--- config.mk ---
export PLATFORM = sky130hd
export DESIGN_NAME = pipe_stage_skid
export DESIGN_NICKNAME = d
export VERILOG_FILES = /design/src/rtl/cpu_pipe_pkg.sv /design/src/rtl/sat_counter.sv /design/src/rtl/pipe_stage_skid.sv
export SDC_FILE = /design/constraint.sdc
export NUM_CORES = 1
export LEC_CHECK = 0
export BUFFER_PORTS_ARGS = -buffer_cell sky130_fd_sc_hd__buf_2
export CORE_ASPECT_RATIO = 0.75
export CORE_MARGIN = 2
export CORE_UTILIZATION = 45
export CTS_CLUSTER_SIZE = 12
export DETAILED_ROUTE_END_ITERATION = 6
export PLACE_DENSITY = 0.75
export REMOVE_ABC_BUFFERS = 1
export SLEW_MARGIN = 10
export SYNTH_ARGS = -nofsm -noshare
export SYNTH_HDL_FRONTEND = slang
export SYNTH_SLANG_ARGS = --single-unit
--- constraint.sdc ---
create_clock -name clk -period 1.5 [get_ports clk]
set_input_delay 0.15 -clock clk [delete_from_list [all_inputs] [get_ports clk]]
set_output_delay 0.15 -clock clk [all_outputs]
set_load 0.005 [all_outputs]
--- src/rtl/cpu_pipe_pkg.sv ---
// Shared CPU pipeline definitions: default bubble encoding and skid-buffer state encoding.
package cpu_pipe_pkg;

  localparam int unsigned     NOP_W             = 32;
  localparam logic [NOP_W-1:0] NOP_INSTR_DEFAULT = 32'h0400_0000;

  typedef enum logic [1:0] {
    SKID_EMPTY = 2'd0,
    SKID_ONE   = 2'd1,
    SKID_FULL  = 2'd2
  } skid_state_e;

endpackage : cpu_pipe_pkg

--- src/rtl/sat_counter.sv ---
// Saturating up-counter with synchronous active-high clear.
module sat_counter #(
  parameter int unsigned CNT_W = 16
) (
  input  logic             clk,
  input  logic             rst,
  input  logic             inc,
  output logic [CNT_W-1:0] count
);

  always_ff @(posedge clk) begin
    if (rst) begin
      count <= '0;
    end else if (inc && (count != {CNT_W{1'b1}})) begin
      count <= count + CNT_W'(1);
    end
  end

endmodule : sat_counter

--- src/rtl/pipe_stage_skid.sv ---
// Valid/ready pipeline stage with two-entry skid buffer, flush bubble and sticky halt latch.
// Optional performance counters enabled by defining PIPE_STAGE_PERF_EN.
module pipe_stage_skid
  import cpu_pipe_pkg::*;
#(
  parameter int unsigned          INSTR_W   = 32,
  parameter int unsigned          PC_W      = 32,
  parameter logic [INSTR_W-1:0]   NOP_INSTR = INSTR_W'(NOP_INSTR_DEFAULT),
  parameter int unsigned          CNT_W     = 16
) (
  input  logic               clk,
  input  logic               rst,
  input  logic               flush,
  input  logic               in_valid,
  output logic               in_ready,
  input  logic [INSTR_W-1:0] in_instr,
  input  logic [PC_W-1:0]    in_pc4,
  input  logic               in_halt,
  output logic               out_valid,
  input  logic               out_ready,
  output logic [INSTR_W-1:0] out_instr,
  output logic [PC_W-1:0]    out_pc4,
  output logic               out_halt,
  output logic               halted,
  output logic [CNT_W-1:0]   stall_cycles,
  output logic [CNT_W-1:0]   flush_count
);

  skid_state_e        state, state_nx;
  logic [INSTR_W-1:0] main_instr_nx, skid_instr, skid_instr_nx;
  logic [PC_W-1:0]    main_pc4_nx, skid_pc4, skid_pc4_nx;
  logic               main_halt_nx, skid_halt, skid_halt_nx;
  logic               halted_nx;
  logic               accept, pop;

  assign accept = in_valid && in_ready;
  assign pop    = out_valid && out_ready;

  // State, main (output) register, skid register and registered handshake flags.
  always_ff @(posedge clk) begin
    if (rst) begin
      state      <= SKID_EMPTY;
      out_valid  <= 1'b0;
      out_instr  <= NOP_INSTR;
      out_pc4    <= '0;
      out_halt   <= 1'b0;
      skid_instr <= NOP_INSTR;
      skid_pc4   <= '0;
      skid_halt  <= 1'b0;
      halted     <= 1'b0;
      in_ready   <= 1'b1;
    end else begin
      state      <= state_nx;
      out_valid  <= (state_nx != SKID_EMPTY);
      out_instr  <= main_instr_nx;
      out_pc4    <= main_pc4_nx;
      out_halt   <= main_halt_nx;
      skid_instr <= skid_instr_nx;
      skid_pc4   <= skid_pc4_nx;
      skid_halt  <= skid_halt_nx;
      halted     <= halted_nx;
      in_ready   <= (state_nx != SKID_FULL) && !halted_nx;
    end
  end

  // Next-state and datapath steering; flush overrides accept and pop.
  always_comb begin
    state_nx      = state;
    main_instr_nx = out_instr;
    main_pc4_nx   = out_pc4;
    main_halt_nx  = out_halt;
    skid_instr_nx = skid_instr;
    skid_pc4_nx   = skid_pc4;
    skid_halt_nx  = skid_halt;
    halted_nx     = halted || (accept && in_halt);

    if (flush) begin
      state_nx      = SKID_EMPTY;
      main_instr_nx = NOP_INSTR;
      main_pc4_nx   = '0;
      main_halt_nx  = 1'b0;
    end else begin
      unique case (state)
        SKID_EMPTY: begin
          if (accept) begin
            state_nx      = SKID_ONE;
            main_instr_nx = in_instr;
            main_pc4_nx   = in_pc4;
            main_halt_nx  = in_halt;
          end
        end
        SKID_ONE: begin
          if (accept && !pop) begin
            state_nx      = SKID_FULL;
            skid_instr_nx = in_instr;
            skid_pc4_nx   = in_pc4;
            skid_halt_nx  = in_halt;
          end else if (accept && pop) begin
            main_instr_nx = in_instr;
            main_pc4_nx   = in_pc4;
            main_halt_nx  = in_halt;
          end else if (pop) begin
            state_nx      = SKID_EMPTY;
            main_instr_nx = NOP_INSTR;
            main_pc4_nx   = '0;
            main_halt_nx  = 1'b0;
          end
        end
        SKID_FULL: begin
          if (pop) begin
            state_nx      = SKID_ONE;
            main_instr_nx = skid_instr;
            main_pc4_nx   = skid_pc4;
            main_halt_nx  = skid_halt;
          end
        end
        default: begin
          state_nx      = SKID_EMPTY;
          main_instr_nx = NOP_INSTR;
          main_pc4_nx   = '0;
          main_halt_nx  = 1'b0;
        end
      endcase
    end
  end

`ifdef PIPE_STAGE_PERF_EN
  logic stall_inc;
  assign stall_inc = out_valid && !out_ready;

  sat_counter #(.CNT_W(CNT_W)) u_stall_cnt (
    .clk   (clk),
    .rst   (rst),
    .inc   (stall_inc),
    .count (stall_cycles)
  );

  sat_counter #(.CNT_W(CNT_W)) u_flush_cnt (
    .clk   (clk),
    .rst   (rst),
    .inc   (flush),
    .count (flush_count)
  );
`else
  assign stall_cycles = '0;
  assign flush_count  = '0;
`endif

endmodule : pipe_stage_skid

## Word-level counts from Yosys, hierarchy flattened

Cells that the tools add are included.

- Bits in registers: 135
- Bits in latches: 0
- Memory bits (writable): 0
- ROM bits: 0
- Output and inout bits: 100
- Memories: 0

- Add/subtract/negate cells: 0
- $mul: 0
- Divide/modulo/power cells: 0
- $lt $le $gt $ge: 0
- Equal/unequal tests: 7
- Shift operators: 0
- Mux-type cells: 25
- Bitwise operators: 1
- Reduce and logical (&&, ||, !) cells: 14

Operators with widths:

| operator | number |
|---|---|
| 32-bit two-way mux | 10 |
| 32-bit one-hot mux with 3 select lines | 2 |
| 2-bit two-way mux | 6 |
| 2-bit inequality test (second input constant) | 4 |
| 1-bit logical AND | 6 |
| 2-bit one-hot mux with 3 select lines | 1 |
| 1-bit two-way mux | 5 |
| 4-bit AND reduction | 1 |
| 3-bit inequality test (second input constant) | 1 |
| 1-bit one-hot mux with 3 select lines | 1 |
| 3-bit AND reduction | 1 |
| 2-bit by 1-bit == test with 1-bit output (second input constant) | 1 |
| 2-bit == test (second input constant) | 1 |
| 1-bit logical NOT | 2 |
| 2-bit logical NOT | 1 |
| 2-bit nonzero test | 1 |
| 2-bit OR reduction | 1 |
| 1-bit logical OR | 1 |
| 1-bit NOT | 1 |

## Depth between registers and ports, before layout

- Depth after elaboration: 8
- Depth in mapped cells: 6

## Worst setup path after synthesis

OpenSTA, ideal clock, no wires.

- Kind: reg-to-reg
- Start point: reg out_valid
- End point: reg skid_instr[0]
- Setup time: 72 ps
- Arrival time: 1,318 ps
- Data required time: 1,428 ps
- Setup slack: 110 ps
- Cell stages (with the launch flop): 6
- Period minus slack after synthesis: 1,390 ps
- Path through: dfxtp_1 > a21bo_2 > nor3_4 > buf_6 > buf_12 > mux2i_1

- Word-level cells in the longest chain between the ends: 4

Ends and longest elaborated chain:

| element | RTL line | RTL |
|---|---|---|
| from (decl) | pipe_stage_skid.sv:19 | `output logic out_valid,` |
| from (signal assigned) | pipe_stage_skid.sv:54 | `out_valid <= (state_nx != SKID_EMPTY);` |
| 1-bit logical AND | pipe_stage_skid.sv:37 | `assign pop = out_valid && out_ready;` |
| 1-bit logical NOT | pipe_stage_skid.sv:93 | `if (accept && !pop) begin` |
| 1-bit logical AND | pipe_stage_skid.sv:93 |  |
| 3-bit AND reduction (no source line) | - |  |
| to (signal assigned) | pipe_stage_skid.sv:58 | `skid_instr <= skid_instr_nx;` |
| to (decl) | pipe_stage_skid.sv:30 | `logic [INSTR_W-1:0] main_instr_nx, skid_instr, skid_instr_nx;` |

Every way passes these cells.
A chain may end at the register's enable or synchronous reset.

## Final worst setup path

- Start point: reg state[0]
- End point: reg skid_instr[28]

- Word-level cells in the longest chain between the ends: 2

Ends and longest elaborated chain:

| element | RTL line | RTL |
|---|---|---|
| from (decl) | pipe_stage_skid.sv:29 | `skid_state_e state, state_nx;` |
| from (signal assigned) | pipe_stage_skid.sv:53 | `state <= state_nx;` |
| 2-bit by 1-bit == test with 1-bit output | pipe_stage_skid.sv:83 | `unique case (state)` |
| 3-bit AND reduction (no source line) | - |  |

Every way passes these cells.

==> out/qor.csv <==
metric,value,unit
number of clock sinks,135,
Overall Global Routing Usage,0.214,
CP Capture Type,flip-flop,
switching power,2160,uW
hold_sp,in_instr[23],
post-route ant nets,0,
largest net degree at the start of global routing,74,
failing checks,design-rule violations,
clock-pin slew on the worst setup and hold paths,60,ps
Fill cells,1192,
Post-Syn Area per Cell,9.55,sq um
Ys Warns,0,
Critical path buffers and inverters,3,
Peak VDD IR,724,uV
post-synthesis cell type count,36,
PD cells,1150,mW/mm^2
CTS tree,done,
CP Cell Sequence,"a21bo_4, nor3_4, buf_6, buf_6, clkbuf_16, mux2i_1",
worst min-delay path category,in -> reg,
Overflow after GRT,0,
io pins,170,
Routability Congestion,0.820,
final hold viol count,0,
post-route clock period utilization,0.970,
max-slew violation count,0,
starting density of the core,0.457,
crit-path max cell delay,340,ps
Post-Synthesis Cells,654,
CP startpoint,state[0],
Gate power share,0.108,
CTS root buf,clkbuf_16,
leakage power,0.00300,uW
PortBufs,137,
status,finished with violations,
DRT iter0 DRCs,441,
vias,5264,
# diodes,0,
Core ar.,0.0137,sq mm
hold slack,11.6,ps
Final #Nets,855,
H-tree Lvls,4,
clock skew,6.14,ps
crit path time final,1460,ps
WL per Instance,16.7,um
CTS max path bufs,2,
first-pass GRT wire length,25400,um
CP top delay family,buffers and inverters,
routed wire length,16300,um
worst-skew pair later-pin latency,410,ps
HPWL reported at the end of detailed placement,9420,um
critical path's slowest cell,dfxtp_2,
DRC,17,
First-pass DRT Iterations,7,
layout cells sized above 1,0.271,
sequential share of power,0.418,
fin cells,973,
synthesis-stage register bit count,135,
crit start category,flip-flop,
initial antenna violation count,0,
number of vias per cell,5.41,
Rows,37,
vias in the first global route,4971,
arrival time worst endpoint,1790,ps
reg2reg start,state[0],
clock share of power,0.474,
die area,0.0149,sq mm
Die Ht,106,um
Synth-to-Final Area Change,24.6,%
fmax,0.687,GHz
clock buffers created by TritonCTS,17,
critical path type,reg -> reg,
worst-path maximum fanout,5,
Placed Cells,925,
MaxCap Viol Count,0,
# setup viols final,0,
Sw Share,0.242,
WP data required,1840,ps
unrepaired setup endpoints after global routing,yes,
Internal,6760,uW
register area share after synthesis,0.433,
CP dominant cell by count,buf_6,
die width,140,um
area of the mapped netlist,0.00625,sq mm
## layer usage
metal	vias to the layer above	GRT usage	wire length, um
li1	2547	-	-
met5	-	0	0
met3	14	0.0608	1290
met2	236	0.333	7110
met1	2467	0.291	7770
met4	0	0.0613	82
## worst paths after layout
check,to,slack (ps),depth (start not counted)
hold / removal,skid_instr[23],10,3
setup reg to reg,skid_instr[28],40,6
hold reg to reg,out_instr[21],470,2
setup / recovery,skid_instr[28],40,6
## cell type report
type | instances | area (sq um) | share of cell area
timing repair buffer | 179 | 1220 | 0.157
sequential | 135 | 2710 | 0.348
tap | 175 | 219 | 0.0281
inverter | 1 | 3.75 | 0.000482
multi-input combinational | 451 | 3030 | 0.389
clock buffer | 20 | 447 | 0.0574
clock inverter | 12 | 153 | 0.0196
## through the flow
step / setup slack, ps / setup TNS (ps) / cell area, sq um / util / total power [uW]
finish: 45.0 / 0 / 7780 / 0.570 / 8930
global route: -43.1 / -384 / 7780 / 0.570 / 9280
CTS: -13.8 / -14.3 / 7670 / 0.562 / 8960
detailed placement: 13.5 / 0 / 6930 / 0.507 / 4710
global placement: 56.0 / 0 / 6930 / 0.507 / 4700
floorplan: -2230 / -266690 / 5720 / - / 4260
## power groups by stage
stage	logic, uW	clock network (uW)	registers [uW]
6_report	968	4230	3730
5_1_grt	1050	4490	3740
4_1_cts	929	4300	3730
3_5_place_dp	905	0	3800
3_3_place_gp	899	0	3800
2_1_floorplan	454	0	3810
## worst register-to-register path: stages (launching register included)
cell and delay, ps:
dfxtp_2 340, a21bo_4 250, nor3_4 210, buf_6 160, buf_6 120, clkbuf_16 150, mux2i_1 170
## synthesized netlist by cell type
cell type  instances  share of area
a22oi_1            1         0.0012
a221oi_1           2         0.0028
nor3_4             1         0.0026
o31a_1             1         0.0014
xor2_1             1         0.0014
or2_1              1         0.0010
o2111ai_1          1         0.0014
nor2_1             6         0.0036
buf_4             44          0.053
dfxtp_1          135           0.43
nor4bb_1           1         0.0016
a221oi_2           1         0.0024
nand3b_1           1         0.0012
nand3_1            1        0.00080
and4b_1            1         0.0016
and3_1             2         0.0020
a32oi_1           64          0.090
mux2i_1           65           0.10
clkbuf_1          27          0.016
buf_12             5          0.016
o21ai_0            1        0.00080
nand2_1           66          0.040
a31oi_1            1         0.0010
a21bo_2            1         0.0016
buf_2             21          0.017
o22ai_1           64          0.064
nand4b_1           1         0.0014
nand4_1            1         0.0010
conb_1             1        0.00060
nor2b_1            1         0.0010
and3b_1            1         0.0014
buf_6              1         0.0018
nand2b_1         129           0.13
nor3_1             1        0.00080
inv_1              1        0.00060
a21oi_1            2         0.0016
## what timing repair did
| action | in CTS | in global routing |
|---|---|---|
| setup endpoints to repair | 5 | 118 |
| cloned | 2 | 4 |
| endpoints found under the hold margin | 4 | 0 |
| buffers inserted | 4 | 3 |
| pin swaps | 1 | 2 |
| hold buffers | 4 | 0 |
| gates resized for setup | 6 | 8 |
## sequential cells by signal (all words and copies together), names as in the netlist, 2 cells and up
register	count
out_instr	32
out_pc4	32
skid_instr	32
skid_pc4	32
state	2
## cells by family after synthesis
family,Yosys count,share of synthesized area
buffers and inverters,99,0.104
muxes,65,0.104
AOI/OAI and AO/OA,139,0.168
DFF,135,0.433
other,1,0.000600
xor gates and xnor gates,1,0.00140
and+or+nand+nor,214,0.189
## layout by cell type, fill, tap and decap left out, types with 6 or more instances in the layout
master,count
a32oi_1,64
buf_12,8
buf_2,138
buf_4,18
buf_6,6
clkbuf_16,20
conb_1,32
dfxtp_1,132
mux2i_1,65
nand2_1,66
nand2b_1,129
o22ai_1,64
No activity file was read; power rests on OpenSTA's default activity.
